--- src/rtl/rtl_settings_pkg.sv ---
// Shared settings for the memory checker datapath: compare command layout,
// data modes, LFSR constants and byteenable / mismatch helpers.
package rtl_settings_pkg;

    localparam int unsigned CMP_DATA_W  = 512;
    localparam int unsigned CMP_BYTES   = CMP_DATA_W / 8;
    localparam int unsigned CMP_OFF_W   = $clog2(CMP_BYTES);
    localparam int unsigned CMP_ADDR_W  = 32;
    localparam int unsigned CMP_BURST_W = 11;

    // Fibonacci taps for x^8+x^6+x^5+x^4+1 (state bits 7,5,4,3)
    localparam logic [7:0] LFSR_POLY      = 8'hB8;
    localparam logic [7:0] LFSR_ZERO_SEED = 8'hFF;

    typedef enum logic {
        FIX_DATA = 1'b0,
        RND_DATA = 1'b1
    } data_mode_t;

    typedef struct packed {
        logic                   trans_type;  // 1 = read, 0 = write
        data_mode_t             data_mode;
        logic [7:0]             data_ptrn;
        logic [CMP_ADDR_W-1:0]  start_addr;
        logic [CMP_BURST_W-2:0] words_count; // beats - 1
        logic [CMP_OFF_W-1:0]   start_off;
        logic [CMP_OFF_W-1:0]   end_off;
    } cmp_struct_t;

    function automatic logic [7:0] lfsr_next(input logic [7:0] s);
        return {s[6:0], ^(s & LFSR_POLY)};
    endfunction

    function automatic logic [7:0] lfsr_seed(input logic [7:0] s);
        return (s == 8'h00) ? LFSR_ZERO_SEED : s;
    endfunction

    function automatic logic [CMP_BYTES-1:0] byteenable(
        input logic                 first,
        input logic                 last,
        input logic [CMP_OFF_W-1:0] start_off,
        input logic [CMP_OFF_W-1:0] end_off
    );
        logic [CMP_BYTES-1:0] be;
        logic [CMP_OFF_W-1:0] idx;
        for (int unsigned i = 0; i < CMP_BYTES; i++) begin
            idx   = CMP_OFF_W'(i);
            be[i] = (!first || (idx >= start_off)) && (!last || (idx <= end_off));
        end
        return be;
    endfunction

    function automatic logic [CMP_BYTES-1:0] check_vec(
        input logic [CMP_DATA_W-1:0] rd,
        input logic [CMP_DATA_W-1:0] expct,
        input logic [CMP_BYTES-1:0]  be
    );
        logic [CMP_BYTES-1:0] mism;
        for (int unsigned i = 0; i < CMP_BYTES; i++) begin
            mism[i] = be[i] && (rd[i*8 +: 8] != expct[i*8 +: 8]);
        end
        return mism;
    endfunction

endpackage

--- src/rtl/rd_checker_data_gen.sv ---
// Expected-word generator: fixed byte pattern or LFSR-based pattern,
// loaded per command and advanced once per checked beat.
module rd_checker_data_gen
    import rtl_settings_pkg::*;
#(
    parameter int unsigned AMM_DATA_W = 512
) (
    input  logic                  clk_i,
    input  logic                  rst_i,
    input  logic                  load_i,
    input  logic                  mode_i,
    input  logic [7:0]            seed_i,
    input  logic                  adv_i,
    output logic [AMM_DATA_W-1:0] exp_o
);

    localparam int unsigned BYTES = AMM_DATA_W / 8;

    data_mode_t mode;
    logic [7:0] ptrn;
    logic [7:0] lfsr;

    always_ff @(posedge clk_i or posedge rst_i) begin
        if (rst_i) begin
            mode <= FIX_DATA;
            ptrn <= '0;
            lfsr <= LFSR_ZERO_SEED;
        end else if (load_i) begin
            mode <= data_mode_t'(mode_i);
            ptrn <= seed_i;
            lfsr <= lfsr_seed(seed_i);
        end else if (adv_i) begin
            lfsr <= lfsr_next(lfsr);
        end
    end

    always_comb begin
        exp_o = '0;
        for (int unsigned i = 0; i < BYTES; i++) begin
            exp_o[i*8 +: 8] = (mode == RND_DATA) ? (lfsr ^ 8'(i)) : ptrn;
        end
    end

endmodule

--- config.mk ---
export PLATFORM = sky130hd
export DESIGN_NAME = rd_checker_data_gen
export DESIGN_NICKNAME = d
export VERILOG_FILES = /design/src/rtl/rtl_settings_pkg.sv /design/src/rtl/rd_checker_data_gen.sv
export SDC_FILE = /design/constraint.sdc
export NUM_CORES = 1
export LEC_CHECK = 0
export ABC_AREA = 1
export CAP_MARGIN = 10
export CORE_AREA = 2 2 207 209
export CTS_CLUSTER_SIZE = 10
export DETAILED_ROUTE_END_ITERATION = 8
export DIE_AREA = 0 0 209 211
export PLACE_DENSITY = 0.51
export SYNTH_ARGS = -nofsm -noshare
export SYNTH_HDL_FRONTEND = slang
export SYNTH_SLANG_ARGS = --single-unit
export TNS_END_PERCENT = 5
--- constraint.sdc ---
create_clock -name clk_i -period 7.3 [get_ports clk_i]
set_input_delay 1.825 -clock clk_i [delete_from_list [all_inputs] [get_ports clk_i]]
set_output_delay 1.825 -clock clk_i [all_outputs]
set_load 0.02 [all_outputs]
* After elaboration in Yosys (flattened, before gate mapping) *
Cells that the tools add are included.

operators by class
  add/sub/neg operators = 0
  multipliers = 0
  divide/modulo/power cells = 0
  order comparisons = 0
  eq/ne operators = 0
  shifts and indexed selects = 0
  multiplexer cells = 67
  bitwise logic cells = 63
  reduce and logical (&&, ||, !) cells = 3

operator list
  cell                count
  2-to-1 mux 8 bit    67
  inverter 3 bit      20
  inverter 4 bit      15
  inverter 2 bit      15
  inverter 5 bit      6
  logical NOT 8 bit   1
  parity 8 bit        1
  inverter 1 bit      6
  inverter 6 bit      1
  nonzero test 2 bit  1

storage, ports and cells
  bits in registers = 17
  latch bits = 0
  memory bits (writable) = 0
  bits in read-only memories = 0
  input bits = 13
  output and inout port bits = 512
  logic and storage cells = 136
  memories = 0

* Depth between registers and ports, before layout *
Gate-level depths: netlist of run 1.

  depth after elaboration = 3
  gate-level depth with buffers = 7
  mapped depth without buffers = 7

* Worst setup path after synthesis of run 1 *
No wires, ideal clock.

  path type = reg2out
  start point = register mode
  end point = output exp_o[102]
  arrival = 4.710 ns
  data required time = 5.475 ns
  slack = 0.765 ns
  cell stages (with the launch flop) = 3
  buffers on the path = 1
  path through = dfrtp_1 o21ai_0 buf_4

between the ends
  word-level cells in the longest chain between the ends = 1

ends and longest elaborated chain
  what                    RTL line                   source
  from (decl)             rd_checker_data_gen.sv:19  data_mode_t mode;
  from (signal assigned)  rd_checker_data_gen.sv:29  mode <= data_mode_t'(mode_i);
  2-to-1 mux 8 bit        rd_checker_data_gen.sv:40  exp_o[i*8 +: 8] = (mode == RND_DATA) ? (lfsr ^ 8'(i)) : ptrn;
  to (decl)               rd_checker_data_gen.sv:14  output logic [AMM_DATA_W-1:0] exp_o

Every way passes these cells.

* Worst setup path after layout of run 1 *
  start point = register mode
  end point = output exp_o[48]

Same word-level chain as after synthesis.

==> results of run 1 <==
==> through the flow <==
stage                     total power [mW]  worst slack [ns]  utilization  hold slack [ns]  area, sq um
after floorplan                       1.40             0.765            -            0.442         4660
after global placement                1.62              2.98        0.166            0.460         6950
after detailed placement              1.62              2.90        0.166            0.461         6950
after CTS                             1.74              2.62        0.168            0.473         7030
after global routing                  1.79              2.47        0.168            0.494         7030
final                                 1.71              2.69        0.168            0.473         7030
==> layout make-up <==
cell class | count | area, sq um
Clock buffer | 3 | 75.1
Clock inverter | 1 | 5.00
Fill cell | 4624 | 34700
Inverter | 13 | 48.8
Multi-Input combinational cell | 95 | 488
Sequential cell | 17 | 435
Tap cell | 539 | 674
Timing Repair Buffer | 532 | 5310
==> kinds of logic after synthesis <==
group	Yosys count	share of synthesized area
compound gates	30	0.0362
simple gates	65	0.0548
buf+inv	514	0.816
flops	17	0.0934
==> critical path, cell delays in order (launching register included) <==
cell and delay [ns]:
dfrtp_1 0.48, inv_2 0.35, nand2_1 0.14, nand2_1 0.77
clkdlybuf4s50_1 0.77
==> final timing paths <==
check,startpoint,endpoint,slack [ns],cells after the start
worst max-delay path,mode$_DFFE_PP0P_,exp_o[48],2.69,4
worst min-delay path,ptrn[2]$_DFFE_PP0P_,ptrn[2]$_DFFE_PP0P_,0.47,2
worst max register to register,lfsr[3]$_DFFE_PP1P_,lfsr[0]$_DFFE_PP1P_,6.16,7
worst min register to register,ptrn[2]$_DFFE_PP0P_,ptrn[2]$_DFFE_PP0P_,0.47,2
max in group asynchronous,rst_i,ptrn[7]$_DFFE_PP0P_,4.88,2
min in group asynchronous,rst_i,ptrn[5]$_DFFE_PP0P_,1.99,2
==> flip-flops by register name (all words and copies together) (netlist names) <==
register	count
ptrn	8
lfsr	8
mode	1
==> metal layers <==
metal | global-route usage | vias up | wire length [um]
met1 | 0.0488 | 1359 | 4490
met5 | 0 | - | 0
met3 | 0.00788 | 4 | 1120
met4 | 0.0111 | 0 | 87
li1 | - | 1484 | -
met2 | 0.0878 | 272 | 6270
==> synthesized netlist by cell type (all sizes together) <==
cell,number,share of area
a21oi,1,0.0011
a22oi,4,0.0064
buf,500,0.80
clkbuf,1,0.00080
dfrtp,9,0.048
dfstp,8,0.045
inv,13,0.010
nand2,52,0.042
nand3,3,0.0032
nand4,1,0.0013
nor2,8,0.0064
o21a,2,0.0032
o21ai,20,0.021
o22ai,3,0.0040
or2,1,0.0013
==> report_power, final <==
group	total (mW)	switching, mW	internal [mW]
combinational	1.49	0.804	0.683
clock	0.111	0.0378	0.0734
sequential	0.118	0.00953	0.108
total	1.72	0.851	0.864
==> out/metrics.csv, run 1 <==
stage,metric,value,unit
floorplan,pin_count,525,
sta,rsz0062_at_grt,no,
logic_synthesis,synth-seq-area-share,0.0934,
flow_run,max_cap_viol_count,0,
layout,final_cells,1200,
layout,nNetsFinal,675,
sta,fin_setup_tns,0,ns
critical_path,crit_type,reg -> out,
routing,drc,0,
sta,slew_viol_final,0,
grt,grt_max_degree,65,
grt,grt_pass1_wl,15600,um
sta,hold_viol_final,0,
clock_tree,holdBufCountCts,0,
clock_tree,clock_path_buffers,2,
grt,grt_pass1_vias,2538,
layout,diodes,0,
place,io_buffers,524,
logic_synthesis,syn_nets,639,
floorplan,die_h,211,um
grt,overflow,0,
sta,setup_violations,0,
clock_tree,clk_pin_slew,0.05,ns
critical_path,crit_path_end_kind,output pin,
sta,slew_headroom,0.222,
routing,drt_iter0_markers,110,
layout,final_common_cell,clkdlybuf4s50_1,
sta,timing.final.crit_share,0.631,
logic_synthesis,ys_seq_elements,17,
layout,syn_to_final_growth,50.9,%
clock_tree,h-tree-depth,1,
critical_path,cp_max_fo,32,
logic_synthesis,ys_types,19,
pwr,p_per_area,244,nW/um^2
grt,antenna_found_initial,0,
clock_tree,cts.sinks,17,
place,place_congestion,0.712,
routing,wire_per_inst,9.97,um
critical_path,crit_arrival,2.78,ns
sta,finClkSkew,0.00198,ns
pwr,vdd_ir_drop_max,0.0000715,V
layout,layout-drive-gt1-share,0.0545,
status,outcome,"finished, final reports clean",
routing,first_pass_iters,4,
floorplan,die-width,209,um
routing,totalWireLength,12000,um
place,dp.cells,1196,
sta,clock.fmax,0.217,GHz
sta,min_period,4.61,ns
routing,antenna_left,0,
floorplan,dieArea,44100,sq um
logic_synthesis,yosysWarnings,0,
critical_path,startpoint_type,flop,
routing,vias,3119,
clock_tree,clk-insertion-delay-late,0.25,ns
grt,groute.usage.overall,0.0446,
clock_tree,postCtsSetupRepairBufs,0,
clock_tree,cts_tree,yes,
worst_hold_path,hold_class,reg -> reg,
logic_synthesis,syn_area,4660,sq um
floorplan,coreArea,41800,sq um
logic_synthesis,syn_inst,626,
floorplan,start_util,0.112,
routing,via_per_inst,2.60,
clock_tree,cts_buffers,3,
clock_tree,root_buffer,clkbuf_16,
layout,mostFrequentLayoutCells,"524 x clkdlybuf4s50_1, 51 x nand2_1, 11 x inv_1, 11 x o21ai_2, 9 x dfrtp_1",
critical_path,cp_data_required_time,5.48,ns
clock_tree,cts_resized,0,
floorplan,num_rows,75,
place,post-dp-hpwl,9690,um
pwr,cellLeakagePower,2.57,nW
sta,max_slew.worst_pin.slew,1.17,ns
logic_synthesis,syn_avg_cell_area,7.45,sq um
(Power assumes the default switching activity.)
==> run 2, diff against run 1 <==
Settings changed: CORE_AREA 2 2 207 209 to 2 2 206 208, DIE_AREA 0 0 209 211 to 0 0 208 210, PLACE_DENSITY 0.51 to 0.52.
Clock period 7.3 ns to 4.2 ns, I/O delays scaled along.
==> run 2 against run 1 <==
  * Sequential power up 75%
  * Hold slack about the same
  * Clock skew up 0.0020 ns
  * Non-clock buffer count up 7
  * Largest cell class unchanged
  * Global-route usage about the same
  * Combinational power up 74%
==> out/metrics.csv, run 2 (synthesized netlist as in run 1, its figures left out) <==
stage,metric,value,unit,change
routing,drt_iter0_markers,29,,-74%
routing,antenna_left,0,,unchanged
worst_hold_path,hold_start,ptrn[2]$_DFFE_PP0P_,,
routing,wire_per_inst,9.79,um,-1.8%
layout,syn_to_final_growth,52.0,%,
floorplan,coreArea,41500,sq um,-0.67%
layout,utilization,0.171,,+0.00241
critical_path,crit_type,reg -> out,,
routing,vias,3129,,+0.32%
worst_hold_path,whs_path_depth,2,,unchanged
sta,finClkSkew,0.00402,ns,+0.00205 ns
sta,min_period,3.50,ns,
layout,regArea,435,sq um,unchanged
layout,reg_top3,"lfsr (8), ptrn (8), mode (1)",,
place,place_congestion,0.749,,+5.3%
clock_tree,holdBufCountCts,0,,unchanged
floorplan,die-width,208,um,-0.48%
clock_tree,cts_tree,yes,,
sta,clock.fmax,0.286,GHz,
place,post-dp-hpwl,9710,um,+0.19%
floorplan,dieArea,43700,sq um,-0.95%
sta,slew_viol_final,0,,unchanged
clock_tree,cts_resized,0,,unchanged
clock_tree,clk_pin_slew,0.05,ns,about the same
layout,fill_cells,4605,,-0.41%
clock_tree,clock_path_buffers,2,,unchanged
floorplan,num_rows,75,,unchanged
sta,setup_violations,0,,unchanged
clock_tree,cts_buffers,3,,unchanged
clock_tree,root_buffer,clkbuf_16,,
clock_tree,h-tree-depth,1,,unchanged
grt,grt_max_degree,59,,-9.2%
clock_tree,postCtsSetupRepairBufs,0,,unchanged
sta,hold_viol_final,0,,unchanged
pwr,vdd_ir_drop_max,0.000174,V,+140%
grt,groute.usage.overall,0.0447,,+0.0000793
sta,slew_headroom,0.544,,+0.322
status,outcome,"finished, final reports clean",,
grt,antenna_found_initial,1,,+1
layout,mostFrequentLayoutCells,"524 x clkdlybuf4s50_1, 51 x nand2_1, 15 x buf_4, 11 x inv_1, 11 x o21ai_2",,
worst_hold_path,hold_class,reg -> reg,,
critical_path,r2r_end,mode$_DFFE_PP0P_,,
clock_tree,clk-insertion-delay-late,0.25,ns,about the same
grt,grt_pass1_wl,16000,um,+2.5%
grt,overflow,0,,unchanged
sta,rsz0062_at_grt,no,,
layout,nNetsFinal,682,,+1.0%
critical_path,startpoint_type,flop,,
layout,layout-drive-gt1-share,0.0644,,+0.00991
layout,final_common_cell,clkdlybuf4s50_1,,
routing,drc,0,,unchanged
critical_path,timing.rr.start,mode$_DFFE_PP0P_,,
pwr,p_per_area,423,nW/um^2,+73%
floorplan,pin_count,525,,unchanged
routing,totalWireLength,11800,um,-1.3%
clock_tree,cts.sinks,17,,unchanged
critical_path,crit_arrival,2.45,ns,-0.33 ns
sta,fin_hold_ws,0.472,ns,-0.000365 ns
worst_hold_path,hold_end,ptrn[2]$_DFFE_PP0P_,,
place,io_buffers,524,,unchanged
sta,timing.final.crit_share,0.834,,
critical_path,r2r_slack,2.98,ns,-3.18 ns
routing,via_per_inst,2.59,,-0.26%
critical_path,r2r_cells,2,,-5
routing,first_pass_iters,4,,unchanged
layout,diodes,0,,unchanged
layout,multi_input_area,488,sq um,unchanged
critical_path,cp_data_required_time,3.15,ns,-2.33 ns
critical_path,crit_path_end_kind,output pin,,
floorplan,die_h,210,um,-0.47%
flow_run,max_cap_viol_count,0,,unchanged
critical_path,cp_max_fo,23,,-28%
grt,grt_pass1_vias,2651,,+4.5%
sta,max_slew.worst_pin.slew,0.684,ns,-0.484 ns
pwr,cellLeakagePower,2.61,nW,+1.3%
floorplan,start_util,0.112,,+0.000758
==> run 2: changes by cell type in the layout (fill, tap and decap cells not counted) <==
cell   change
buf_4      +7
==> run 2: routing by layer <==
layer  GRT usage  part of all wire  vias to the layer above
met5           0                 0                        -
met4     0.00831            0.0075                        0
met3     0.00790              0.10                        9
met2      0.0870              0.51                      280
met1      0.0507              0.38                     1350
li1            -                 -                     1490
==> run 2: where the power goes <==
part / total (mW) / internal [mW] / switching, mW
Clock: 0.194 / 0.128 / 0.0662
Sequential: 0.206 / 0.188 / 0.0177
Combinational: 2.59 / 1.20 / 1.39
Total: 2.99 / 1.51 / 1.48
==> run 2: worst max-delay path by stage <==
stage | from | to | cells after the start
after global placement | mode$_DFFE_PP0P_ | exp_o[210] | 5
after global routing | mode$_DFFE_PP0P_ | exp_o[18] | 5
after detailed placement | mode$_DFFE_PP0P_ | exp_o[450] | 5
after CTS | mode$_DFFE_PP0P_ | exp_o[450] | 4
after floorplan | mode$_DFFE_PP0P_ | exp_o[102] | 2
final | mode$_DFFE_PP0P_ | exp_o[18] | 5
==> run 2: per-stage QoR <==
step	instances	total power [mW]	TNS (ns)	setup slack, ns	area, sq um
finish	1207	2.99	0	0.699	7080
global placement	1203	2.84	0	0.977	7000
global route	1207	3.13	0	0.505	7080
floorplan	626	2.41	-10.19	-0.0809	4660
detailed placement	1203	2.84	0	0.932	7000
CTS	1207	3.04	0	0.654	7080
==> run 2: cell type report <==
type	instances	area share
clock buffer	3	0.0106
clock inverter	1	0.000706
inverter	13	0.00689
multi-input combinational	95	0.0689
sequential	17	0.0615
tap	539	0.0952
timing repair buffer	539	0.756
==> run 2: critical path: stages, from the launching register on <==
cell and delay, ns:
dfrtp_1 0.48, inv_2 0.36, nand2_1 0.17, o21ai_2 0.22, buf_4 0.32, clkdlybuf4s50_1 0.65
==> run 3, diff against run 2 <==
Settings changed: CORE_AREA 2 2 206 208 to 2 2 207 209, DIE_AREA 0 0 208 210 to 0 0 209 211, PLACE_DENSITY 0.52 to 0.51.
Clock period 4.2 ns to 3.7 ns, I/O delays scaled along.
==> run 3 against run 2 <==
  * Combinational power up 14%
  * Sequential share of layout area about the same
  * Non-clock buffer count up 1
  * Critical path depth down 2
  * Largest cell class unchanged
  * Critical endpoint is now exp_o[169]
==> out/metrics.csv, run 3 (synthesized netlist as in run 1, its figures left out) <==
stage,metric,value,unit,change
grt,groute.usage.overall,0.0429,,-0.00177
pwr,vdd_ir_drop_max,0.000218,V,+25%
sta,clock.fmax,0.295,GHz,
floorplan,dieArea,44100,sq um,+0.96%
critical_path,cp_data_required_time,2.77,ns,-0.38 ns
place,dp.cells,1204,,+0.083%
routing,drt_iter0_markers,57,,+97%
place,post-dp-hpwl,9430,um,-2.8%
routing,totalWireLength,11700,um,-1.1%
floorplan,die-width,209,um,+0.48%
sta,min_period,3.39,ns,
routing,antenna_left,0,,unchanged
routing,top_layer_used,met4,,
sta,timing.final.crit_share,0.917,,
floorplan,num_rows,75,,unchanged
floorplan,die_h,211,um,+0.48%
layout,utilization,0.170,,-0.00100
critical_path,cp_max_fo,32,,+39%
clock_tree,cts_tree,yes,,
layout,final_cells,1208,,+0.083%
place,place_congestion,0.743,,-0.80%
sta,rsz0062_at_grt,no,,
sta,slew_headroom,0.276,,-0.268
grt,overflow,0,,unchanged
routing,wl_met3,1080,um,-9.4%
sta,setup_violations,0,,unchanged
clock_tree,holdBufCountCts,0,,unchanged
critical_path,slowest_delay,0.82,ns,+0.17 ns
grt,antenna_found_initial,1,,unchanged
sta,max_slew.worst_pin.slew,1.09,ns,+0.402 ns
pwr,cellLeakagePower,2.61,nW,about the same
clock_tree,clk_pin_slew,0.05,ns,about the same
grt,grt_pass1_vias,2602,,-1.8%
routing,drc,0,,unchanged
routing,met2_length,5870,um,-2.0%
clock_tree,root_buffer,clkbuf_16,,
sta,slew_viol_final,0,,unchanged
critical_path,crit_path_end_kind,output pin,,
clock_tree,clock_path_buffers,2,,unchanged
critical_path,cp_cell_sequence,"inv_1, o21ai_2, clkdlybuf4s50_1",,
critical_path,crit_arrival,2.47,ns,+0.02 ns
pwr,p_per_area,479,nW/um^2,+13%
clock_tree,clk-insertion-delay-late,0.25,ns,about the same
sta,finClkSkew,0.000813,ns,-0.00321 ns
critical_path,crit_type,reg -> out,,
routing,wl_met1,4650,um,+2.5%
layout,reg_top3,"lfsr (8), ptrn (8), mode (1)",,
critical_path,critPathSlowestCell,o21ai_2,,
layout,mostFrequentLayoutCells,"524 x clkdlybuf4s50_1, 51 x nand2_1, 16 x buf_4, 11 x inv_1, 11 x o21ai_2",,
routing,wire_per_inst,9.67,um,-1.1%
floorplan,start_util,0.112,,-0.000758
layout,layout-drive-gt1-share,0.0643,,-0.0000962
sta,hold_viol_final,0,,unchanged
grt,grt_pass1_wl,15200,um,-5.1%
critical_path,critPathTopFamily,buffers and inverters,,
critical_path,startpoint_type,flop,,
layout,diodes,0,,unchanged
clock_tree,cts_resized,0,,unchanged
floorplan,pin_count,525,,unchanged
grt,grt_max_degree,65,,+10%
layout,syn_to_final_growth,52.1,%,about the same
worst_hold_path,hold_class,reg -> reg,,
flow_run,max_cap_viol_count,0,,unchanged
layout,fill_cells,4640,,+0.76%
routing,first_pass_iters,4,,unchanged
critical_path,cp.buffers_inverters,2,,-1
routing,via_per_inst,2.62,,+0.97%
clock_tree,h-tree-depth,1,,unchanged
place,io_buffers,524,,unchanged
routing,vias,3162,,+1.1%
clock_tree,cts.sinks,17,,unchanged
layout,final_common_cell,clkdlybuf4s50_1,,
status,outcome,"finished, final reports clean",,
clock_tree,cts_buffers,3,,unchanged
layout,nNetsFinal,683,,+0.15%
clock_tree,postCtsSetupRepairBufs,0,,unchanged
floorplan,coreArea,41800,sq um,+0.68%
[run 3: cell count changes in the layout (fill, tap and decap cells not counted), sizes merged]
| cell | previous run | this run |
|---|---|---|
| clkbuf | 3 | 4 |
| clkinv | 1 | 0 |
| buf | 15 | 16 |
[run 3: final timing paths]
check	startpoint	endpoint	slack, ns	depth (start not counted)
max in group asynchronous	rst_i	ptrn[3]$_DFFE_PP0P_	2.18	2
worst max register to register	lfsr[4]$_DFFE_PP1P_	lfsr[0]$_DFFE_PP1P_	2.54	7
worst min-delay path	ptrn[5]$_DFFE_PP0P_	ptrn[5]$_DFFE_PP0P_	0.47	2
worst min register to register	ptrn[5]$_DFFE_PP0P_	ptrn[5]$_DFFE_PP0P_	0.47	2
worst max-delay path	lfsr[1]$_DFFE_PP1P_	exp_o[169]	0.31	3
min in group asynchronous	rst_i	ptrn[2]$_DFFE_PP0P_	1.09	2
[run 3: metrics by stage]
stage | setup WS, ns | hold WS, ns | instance area, sq um | total power, mW | TNS [ns]
global route | 0.0985 | 0.501 | 7090 | 3.54 | 0
CTS | 0.218 | 0.474 | 7090 | 3.44 | 0
finish | 0.309 | 0.472 | 7090 | 3.40 | 0
global placement | 0.556 | 0.459 | 7010 | 3.22 | 0
floorplan | -0.456 | 0.442 | 4660 | 2.73 | -175.17
detailed placement | 0.497 | 0.461 | 7010 | 3.21 | 0
[run 3: layout make-up]
cell class              count  area, sq um  share of cell area
clock buffers               4         78.8              0.0111
multi-input cells          95          488              0.0688
inverters                  13         48.8             0.00688
flip-flops and latches     17          435              0.0614
well taps                 539          674              0.0951
repair buffers            540         5370               0.757
[run 3: metal layers]
metal,up-vias,track usage
li1,1500,-
met1,1370,0.0482
met2,288,0.0834
met3,4,0.00714
met4,0,0.0103
met5,-,0
[run 3: report_power, final]
group	switching (mW)	internal, mW	leakage (nW)
clock	0.0751	0.147	0.0382
sequential	0.0167	0.213	0.192
combinational	1.58	1.36	2.38
[run 3: tightest hold or removal path: cells and delay by family, from the launching register on]
family        cells  cell delay [ns]
simple gates      2             0.11
flops             1             0.34
==> variant: new RTL, flow settings as in run 1 <==
Reset style: synchronous (`rst_i`), changed in one clocked block.
--- a/src/rtl/rd_checker_data_gen.sv
+++ b/src/rtl/rd_checker_data_gen.sv
@@ -20,7 +20,7 @@
     logic [7:0] ptrn;
     logic [7:0] lfsr;
 
-    always_ff @(posedge clk_i or posedge rst_i) begin
+    always_ff @(posedge clk_i) begin
         if (rst_i) begin
             mode <= FIX_DATA;
             ptrn <= '0;
Formal check against the unedited RTL: differs if rst_i is asserted again (counterexample within 4 cycles, from zero or initial values and one cycle with rst_i high); with rst_i held inactive, the same outputs for 10 cycles.
==> variant against run 1 <==
Routed wire length rose by 3.7%; sequential cell count unchanged; total power down 28%; design area down 0.69%; synthesized area is 0.48% lower; combinational power shrank 32%; setup slack gained 0.044 ns; worst hold slack worse by 0.0096 ns.
==> variant: results <==
grt:
  grt_max_degree: 65
  antenna_found_initial: 2
  grt_pass1_wl_um: 16000
  track_usage: 0.0464
  grt_pass1_vias: 2630
place:
  hpwl_um: 10100
  gp_congestion: 0.711
  place.port_buffers: 524
synth:
  synth_xor_area_frac: 0
  netlist_top_cells_count: "buf_4 (498), nand2_1 (57), dfxtp_1 (17)"
  synth_area_leaders: "buf_4 (81%), dfxtp_1 (7.3%), nand2_1 (4.6%)"
  syn_nets: 655
  synthArstFlopShare: 0
  synth_flop_cell: "dfxtp_1"
  synth_compound_area_frac: 0.0388
  netlist_instances: 642
  ys_seq_area_frac: 0.0734
  synth_cell_types: 18
sta:
  skew_ns: 0.00179
  worst_slew_pin_slew_ns: 1.14
  holdWs_ns: 0.463
setup_path:
  crit_path_start: "mode"
  arrival_ns: 2.74
  r2r_setup_slack_ns: 6.29
  r2r_start: "lfsr[3]"
power_and_ir_drop:
  irDropWorstVdd_mv: 0.0442
  p_leak_nw: 2.46
  p_int_w: 0.000644
clock_tree:
  clk-insertion-delay-late_ns: 0.25
  cts_inserted_buffers: 3
  htree_levels: 1
  clk_transition_reported_paths_ns: 0.05
  cts_setup_buffers: 0
  ctsRootBufferMaster: "clkbuf_16"
  cts.repair.resized: 0
finish:
  layout-drive-gt1-share: 0.0401
  finalNonFillerCells: 1212
  layout.nets: 687
drt:
  drtIter0Drc: 85
  drt_wl_total_um: 12400
  vias: 3185
hold_path:
  hold_path.startpoint: "ptrn[6]"
  hold_path.class: "reg2reg"
status:
  status: "complete, no violations"
==> variant: cell types whose count changed in the layout (fill, tap and decap cells not counted), moves of 5 or more <==
cell	delta
dfxtp_1	+17
a21oi_1	+14
dfrtp_1	-9
dfstp_2	-8
nand2_1	+5
==> variant: cells by family after synthesis <==
family | count (synthesis)
compound gates | 35
buf+inv | 516
flops | 17
simple gates | 74
==> variant: area by class of cell <==
type                       count  area, µm²
fill                        4634      34800
timing repair buffer         530       5310
tap                          539        674
multi-input combinational    109        536
sequential                    17        340
clock buffer                   4       78.8
inverter                      13       48.8
==> variant: path summary, 6_finish.rpt <==
check | to | depth (start not counted)
worst max-delay path | exp_o[489] | 3
worst min-delay path | ptrn[6] | 2
worst max register to register | lfsr[0] | 8
worst min register to register | ptrn[6] | 2
==> variant: worst max-delay path, cell delays in order (launching register included) <==
cell	delay (ns)
dfxtp_1	0.44
inv_2	0.24
o21ai_2	0.91
clkdlybuf4s50_1	0.88
==> variant: through the flow <==
stage	instance area (µm²)	power, W	setup slack [ns]	utilization
5_1_grt	6980	0.00129	2.50	0.167
2_1_floorplan	4640	0.000980	0.856	-
6_report	6980	0.00124	2.74	0.167
3_5_place_dp	6870	0.00114	2.96	0.165
3_3_place_gp	6870	0.00114	3.02	0.165
4_1_cts	6950	0.00126	2.69	0.167
==> variant: power groups by stage <==
stage	sequential, W	clock, W	combinational [W]
2_1_floorplan	0.000105	0	0.000875
3_3_place_gp	0.000107	0	0.00103
3_5_place_dp	0.000107	0	0.00103
4_1_cts	0.000105	0.000112	0.00104
5_1_grt	0.000106	0.000117	0.00107
6_report	0.000105	0.000110	0.00102
==> variant: per-layer routing <==
metal,up-vias,part of all wire,GRT usage
met5,-,0.0017,0
met4,4,0.0097,0.0101
met3,13,0.080,0.0116
met2,260,0.51,0.0880
met1,1386,0.40,0.0519
li1,1522,-,-
